<file path="src/rtl/dmem_arbiter.sv">
// rtl/dmem_arbiter.sv - two-port data SRAM arbiter with port-1 lock bursts and read return tagging
module dmem_arbiter #(
  parameter int ADDR_W   = 64,
  parameter int DATA_W   = 64,
  parameter int LOCK_MAX = 16
) (
  input  logic              clk,
  input  logic              arst,
  input  logic              p0_req,
  input  logic              p0_we,
  input  logic [ADDR_W-1:0] p0_addr,
  input  logic [DATA_W-1:0] p0_wdata,
  output logic              p0_gnt,
  output logic              p0_rvalid,
  output logic [DATA_W-1:0] p0_rdata,
  input  logic              p1_req,
  input  logic              p1_we,
  input  logic [ADDR_W-1:0] p1_addr,
  input  logic [DATA_W-1:0] p1_wdata,
  output logic              p1_gnt,
  output logic              p1_rvalid,
  output logic [DATA_W-1:0] p1_rdata,
  input  logic              p1_lock,
  output logic [ADDR_W-1:0] mem_addr,
  output logic              mem_wen,
  output logic              mem_ren,
  output logic [DATA_W-1:0] mem_wdata,
  input  logic [DATA_W-1:0] mem_rdata,
  output logic              cpu_stall
);

  localparam int CNT_W = $clog2(LOCK_MAX + 1);
  localparam logic [CNT_W-1:0] CNT_MAX = CNT_W'(LOCK_MAX);
  localparam logic [CNT_W-1:0] CNT_ONE = CNT_W'(1);

  typedef enum logic [1:0] {
    IDLE = 2'd0,
    LOCK = 2'd1,
    COOL = 2'd2
  } state_e;

  state_e            state_q, state_d;
  logic [CNT_W-1:0]  cnt_q, cnt_d;
  logic              last_q, last_d;       // 1 = port 1 was granted most recently
  logic              pend_vld_q, pend_vld_d;
  logic              pend_tag_q, pend_tag_d; // 1 = pending read belongs to port 1
  logic              gnt0, gnt1;

  // Registered arbitration state; reset drops any read in flight
  always_ff @(posedge clk or posedge arst) begin
    if (arst) begin
      state_q    <= IDLE;
      cnt_q      <= '0;
      last_q     <= 1'b1;
      pend_vld_q <= 1'b0;
      pend_tag_q <= 1'b0;
    end else begin
      state_q    <= state_d;
      cnt_q      <= cnt_d;
      last_q     <= last_d;
      pend_vld_q <= pend_vld_d;
      pend_tag_q <= pend_tag_d;
    end
  end

  // Grant selection and lock FSM next state
  always_comb begin
    gnt0    = 1'b0;
    gnt1    = 1'b0;
    state_d = state_q;
    cnt_d   = cnt_q;
    case (state_q)
      IDLE: begin
        if (p0_req && p1_req) begin
          gnt0 = last_q;
          gnt1 = ~last_q;
        end else begin
          gnt0 = p0_req;
          gnt1 = p1_req;
        end
        if (gnt1 && p1_lock) begin
          cnt_d   = CNT_ONE;
          state_d = (LOCK_MAX <= 1) ? COOL : LOCK;
        end
      end
      LOCK: begin
        if (p1_req && p1_lock) begin
          gnt1  = 1'b1;
          cnt_d = (cnt_q == CNT_MAX) ? cnt_q : cnt_q + CNT_ONE;
          if (cnt_d == CNT_MAX) begin
            state_d = COOL;
          end
        end else begin
          // Lock released this cycle: fall back to fair arbitration and head to COOL
          state_d = COOL;
          if (p0_req && p1_req) begin
            gnt0 = last_q;
            gnt1 = ~last_q;
          end else begin
            gnt0 = p0_req;
            gnt1 = p1_req;
          end
        end
      end
      COOL: begin
        gnt0    = p0_req;
        gnt1    = p1_req & ~p0_req;
        cnt_d   = '0;
        state_d = IDLE;
      end
      default: begin
        state_d = IDLE;
        cnt_d   = '0;
      end
    endcase
  end

  // Last-grant pointer and pending read tag follow the grant
  always_comb begin
    last_d     = last_q;
    if (gnt1) begin
      last_d = 1'b1;
    end else if (gnt0) begin
      last_d = 1'b0;
    end
    pend_vld_d = (gnt0 & ~p0_we) | (gnt1 & ~p1_we);
    pend_tag_d = gnt1;
  end

  // SRAM request mux: winner's fields, all zero when idle
  always_comb begin
    mem_addr  = '0;
    mem_wdata = '0;
    mem_wen   = 1'b0;
    mem_ren   = 1'b0;
    if (gnt0) begin
      mem_addr  = p0_addr;
      mem_wdata = p0_wdata;
      mem_wen   = p0_we;
      mem_ren   = ~p0_we;
    end else if (gnt1) begin
      mem_addr  = p1_addr;
      mem_wdata = p1_wdata;
      mem_wen   = p1_we;
      mem_ren   = ~p1_we;
    end
  end

  // Read return steering by pending tag
  always_comb begin
    p0_rvalid = pend_vld_q & ~pend_tag_q;
    p1_rvalid = pend_vld_q & pend_tag_q;
    p0_rdata  = p0_rvalid ? mem_rdata : '0;
    p1_rdata  = p1_rvalid ? mem_rdata : '0;
  end

  assign p0_gnt    = gnt0;
  assign p1_gnt    = gnt1;
  assign cpu_stall = p0_req & ~gnt0;

endmodule

</file>
<file path="config.mk">
export PLATFORM = sky130hd
export DESIGN_NAME = dmem_arbiter
export DESIGN_NICKNAME = d
export VERILOG_FILES = /design/src/rtl/dmem_arbiter.sv
export SDC_FILE = /design/constraint.sdc
export NUM_CORES = 1
export LEC_CHECK = 0
export BUFFER_PORTS_ARGS = -buffer_cell sky130_fd_sc_hd__buf_4
export CAP_MARGIN = 10
export CORE_AREA = 5 5 225 227
export DETAILED_ROUTE_END_ITERATION = 10
export DIE_AREA = 0 0 230 232
export SETUP_SLACK_MARGIN = 0.05
export SLEW_MARGIN = 0
export SYNTH_ARGS = -nofsm -noshare
export SYNTH_HDL_FRONTEND = slang
export SYNTH_SLANG_ARGS = --single-unit
</file>
<file path="constraint.sdc">
create_clock -name clk -period 2.35 [get_ports clk]
set_input_delay 0.47 -clock clk [delete_from_list [all_inputs] [get_ports clk]]
set_output_delay 0.47 -clock clk [all_outputs]
set_load 0.1 [all_outputs]
</file>
==> results.toml <==
[run_status]
status = "complete, but fails checks"
violations = "negative setup slack"

[global_routing]
grt_use_total = 0.1317
grt_pass1_vias = 6000
overflow = 0
grt_pass1_wl_mm = 50.09
antenna_found_initial = 13
grt_max_degree = 66

[yosys]
syn-cell-area_sq_um = 2882
synth.distinct_cells = 36
yosysWarnings = 0
synth_seq_cells = 10
synth_top_area_share = 0.3951
synth_ff_type = "dfrtp_1"
synth_common_cells = "130 x a22o_1, 66 x and2_1, 64 x and3_1"
syn_inst = 371
yosysMostFrequentCell = "a22o_1"
yosys.area.top_type = "a22o_1"
synth_edf_count = 0
async_flop_share = 1.000
synth_area_leaders = "a22o_1 40%, and2_1 14%, and3_1 14%"
seq_area_frac_synth = 0.08728
syn_nets = 700
avgSynthCellArea_sq_um = 7.767

[timing]
min_period_over_period = 1.026
relSlewSlack = 0.6769
setup_tns_ns = -1.580
finalHoldViolCount = 0
skew_ns = 0.002669
rsz0062_at_grt = "true"
worst_slew_pin_slew_ns = 0.4824
timing.final.ws_setup_ns = -0.06130
whs_ns = 0.2239
max_freq_mhz = 414.7
finalSetupViolCount = 61
period_minus_slack_ns = 2.411
maxSlewViolCount = 0

[floorplan]
die_area_sq_um = 53360
rows = 81
coreArea_sq_um = 48440
start_util = 0.05948
dieWidth_microns = 230
die_y_microns = 232
ios = 590

[power]
power.density_nw_per_um2 = 700.8
vdd_drop_max_mv = 0.3362
p_leak_nw = 4.904

[clock_tree]
cts_buffers = 3
clkLatencyLatePin_ns = 0.24
clock-sinks = 10
clk_pin_slew_ns = 0.04
htreeDepth = 1
cts_root_buf = "clkbuf_16"
clock_tree.buffer_depth = 2
tritoncts = "done"

[critical_path]
critPathKind = "flop to output pin"
crit_path_end_kind = "output pin"
cp.required_ns = 1.88
critPathLaunchType = "flop"
critPathMaxFanout = 48
cp.arrival_ns = 1.94

[drt]
post_drt_wl_per_cell_microns = 24.39
drc_errors = 0
drt_iter0_drc = 308
vias = 5771
drt_first_pass_iters = 4
wl_mm = 38.31
ant_nets = 0
vias_per_cell = 3.673

[worst_hold_path]
worstHoldPathType = "input pin to asynchronous set/reset pin"

[job]
max_cap_viol_count = 0

[layout]
nets = 1272
layout-drive-gt1-share = 0.8174
num-fill-cells = 5361
area_growth_pct = 229.4

[placement]
dp.final_hpwl_mm = 34.21
port_buffers = 589
gp_congestion = 0.9998
logic make-up (layout without fill, tap and decap cells):
| group | after synthesis | after routing | synth area share |
|---|---|---|---|
| adder cells (fa/ha/maj) | 2 | 2 | 0.008683 |
| buffers and inverters | 57 | 628 | 0.1337 |
| XOR/XNOR | 3 | 3 | 0.009120 |
| AND/OR/NAND/NOR | 150 | 150 | 0.3218 |
| flip-flops | 10 | 10 | 0.08728 |
| other | 0 | 7 | 0 |
| AO/OA/AOI/OAI | 149 | 149 | 0.4394 |
per-layer routing:
layer | part of all wire | routed length, microns | global-route usage | vias up
met5 | 0.00073 | 28 | 0 | -
met4 | 0.014 | 526 | 0.02559 | 6
met1 | 0.38 | 14670 | 0.1540 | 2717
met2 | 0.50 | 19260 | 0.2358 | 435
met3 | 0.10 | 3827 | 0.04451 | 38
li1 | - | - | - | 2575
state kept, by name, indices dropped and copies added (netlist names):
register    count
cnt_q           5
state_q         2
last_q          1
pend_tag_q      1
pend_vld_q      1
metrics by stage:
| step | instance area (sq um) | instances | utilization | setup WS [ns] | power (mW) |
|---|---|---|---|---|---|
| after global placement | 8293 | 1557 | 0.1712 | -0.02858 | 5.718 |
| after global routing | 9480 | 1567 | 0.1957 | -0.1273 | 6.851 |
| final | 9490 | 1571 | 0.1959 | -0.06130 | 6.651 |
| after CTS | 9289 | 1563 | 0.1917 | -0.07792 | 6.577 |
| after floorplan | 3060 | 371 | - | -0.1049 | 4.297 |
| after detailed placement | 8293 | 1557 | 0.1712 | -0.01478 | 5.735 |
placed cells by master, fill, tap and decap left out, types with 2 or more instances in the layout:
cell type,n
nand3b_1,2
o21ai_1,2
and2_2,8
buf_4,475
buf_8,21
dfrtp_1,6
buf_6,52
buf_12,69
dfrtp_2,3
a22o_2,128
nor2b_1,2
nand2_1,7
ha_1,2
inv_1,4
a211oi_1,2
nand3_1,3
clkbuf_16,3
and2_1,58
o21ai_0,2
a21oi_1,3
xnor2_1,2
diode_2,7
and3_1,64
power breakdown:
part           internal [mW]  leakage (nW)  switching [mW]
sequential             0.200         0.126          0.0435
clock                  0.256        0.0442          0.0804
combinational           1.87          4.73            4.20
final cells by class:
cell class	instances	area (sq um)	share of cell area
Timing Repair Buffer	618	5876	0.6191
Clock buffer	4	88.84	0.009361
Sequential cell	10	255.2	0.02690
Multi-Input combinational cell	304	2437	0.2568
Inverter	6	37.54	0.003955
Antenna cell	7	17.52	0.001846
Tap cell	622	778.2	0.08200
worst paths after layout:
check                                     start                      to  slack, ns  depth (start not counted)
setup / recovery             last_q$_DFFE_PP1P_            mem_wdata[5]      -0.06                          6
hold reg to reg              last_q$_DFFE_PP1P_      last_q$_DFFE_PP1P_       0.54                          1
min in group clk                          p0_we    pend_vld_q$_DFF_PP0_       0.48                          2
hold / removal                             arst    cnt_q[1]$_DFFE_PP0P_       0.22                          2
max in group asynchronous                  arst      last_q$_DFFE_PP1P_       1.81                          2
setup reg to reg           cnt_q[0]$_DFFE_PP0P_  state_q[1]$_DFFE_PP0P_       0.69                          5
timing repair:
item	4_1_cts	5_1_grt
endpoints found under the hold margin	0	0
setup endpoints to repair	230	130
gates cloned	1	0
hold buffers	0	0
gates resized for setup	221	42
setup buffers	1	1
pin swaps	1	1
worst max-delay path: stages (launching register included):
cell and delay [ns]:
dfstp_2 0.56, a21oi_1 0.08, o21ai_2 0.19, inv_4 0.13, buf_12 0.19, a22o_2 0.32, buf_6 0.19
No activity file was read; power rests on OpenSTA's default activity.
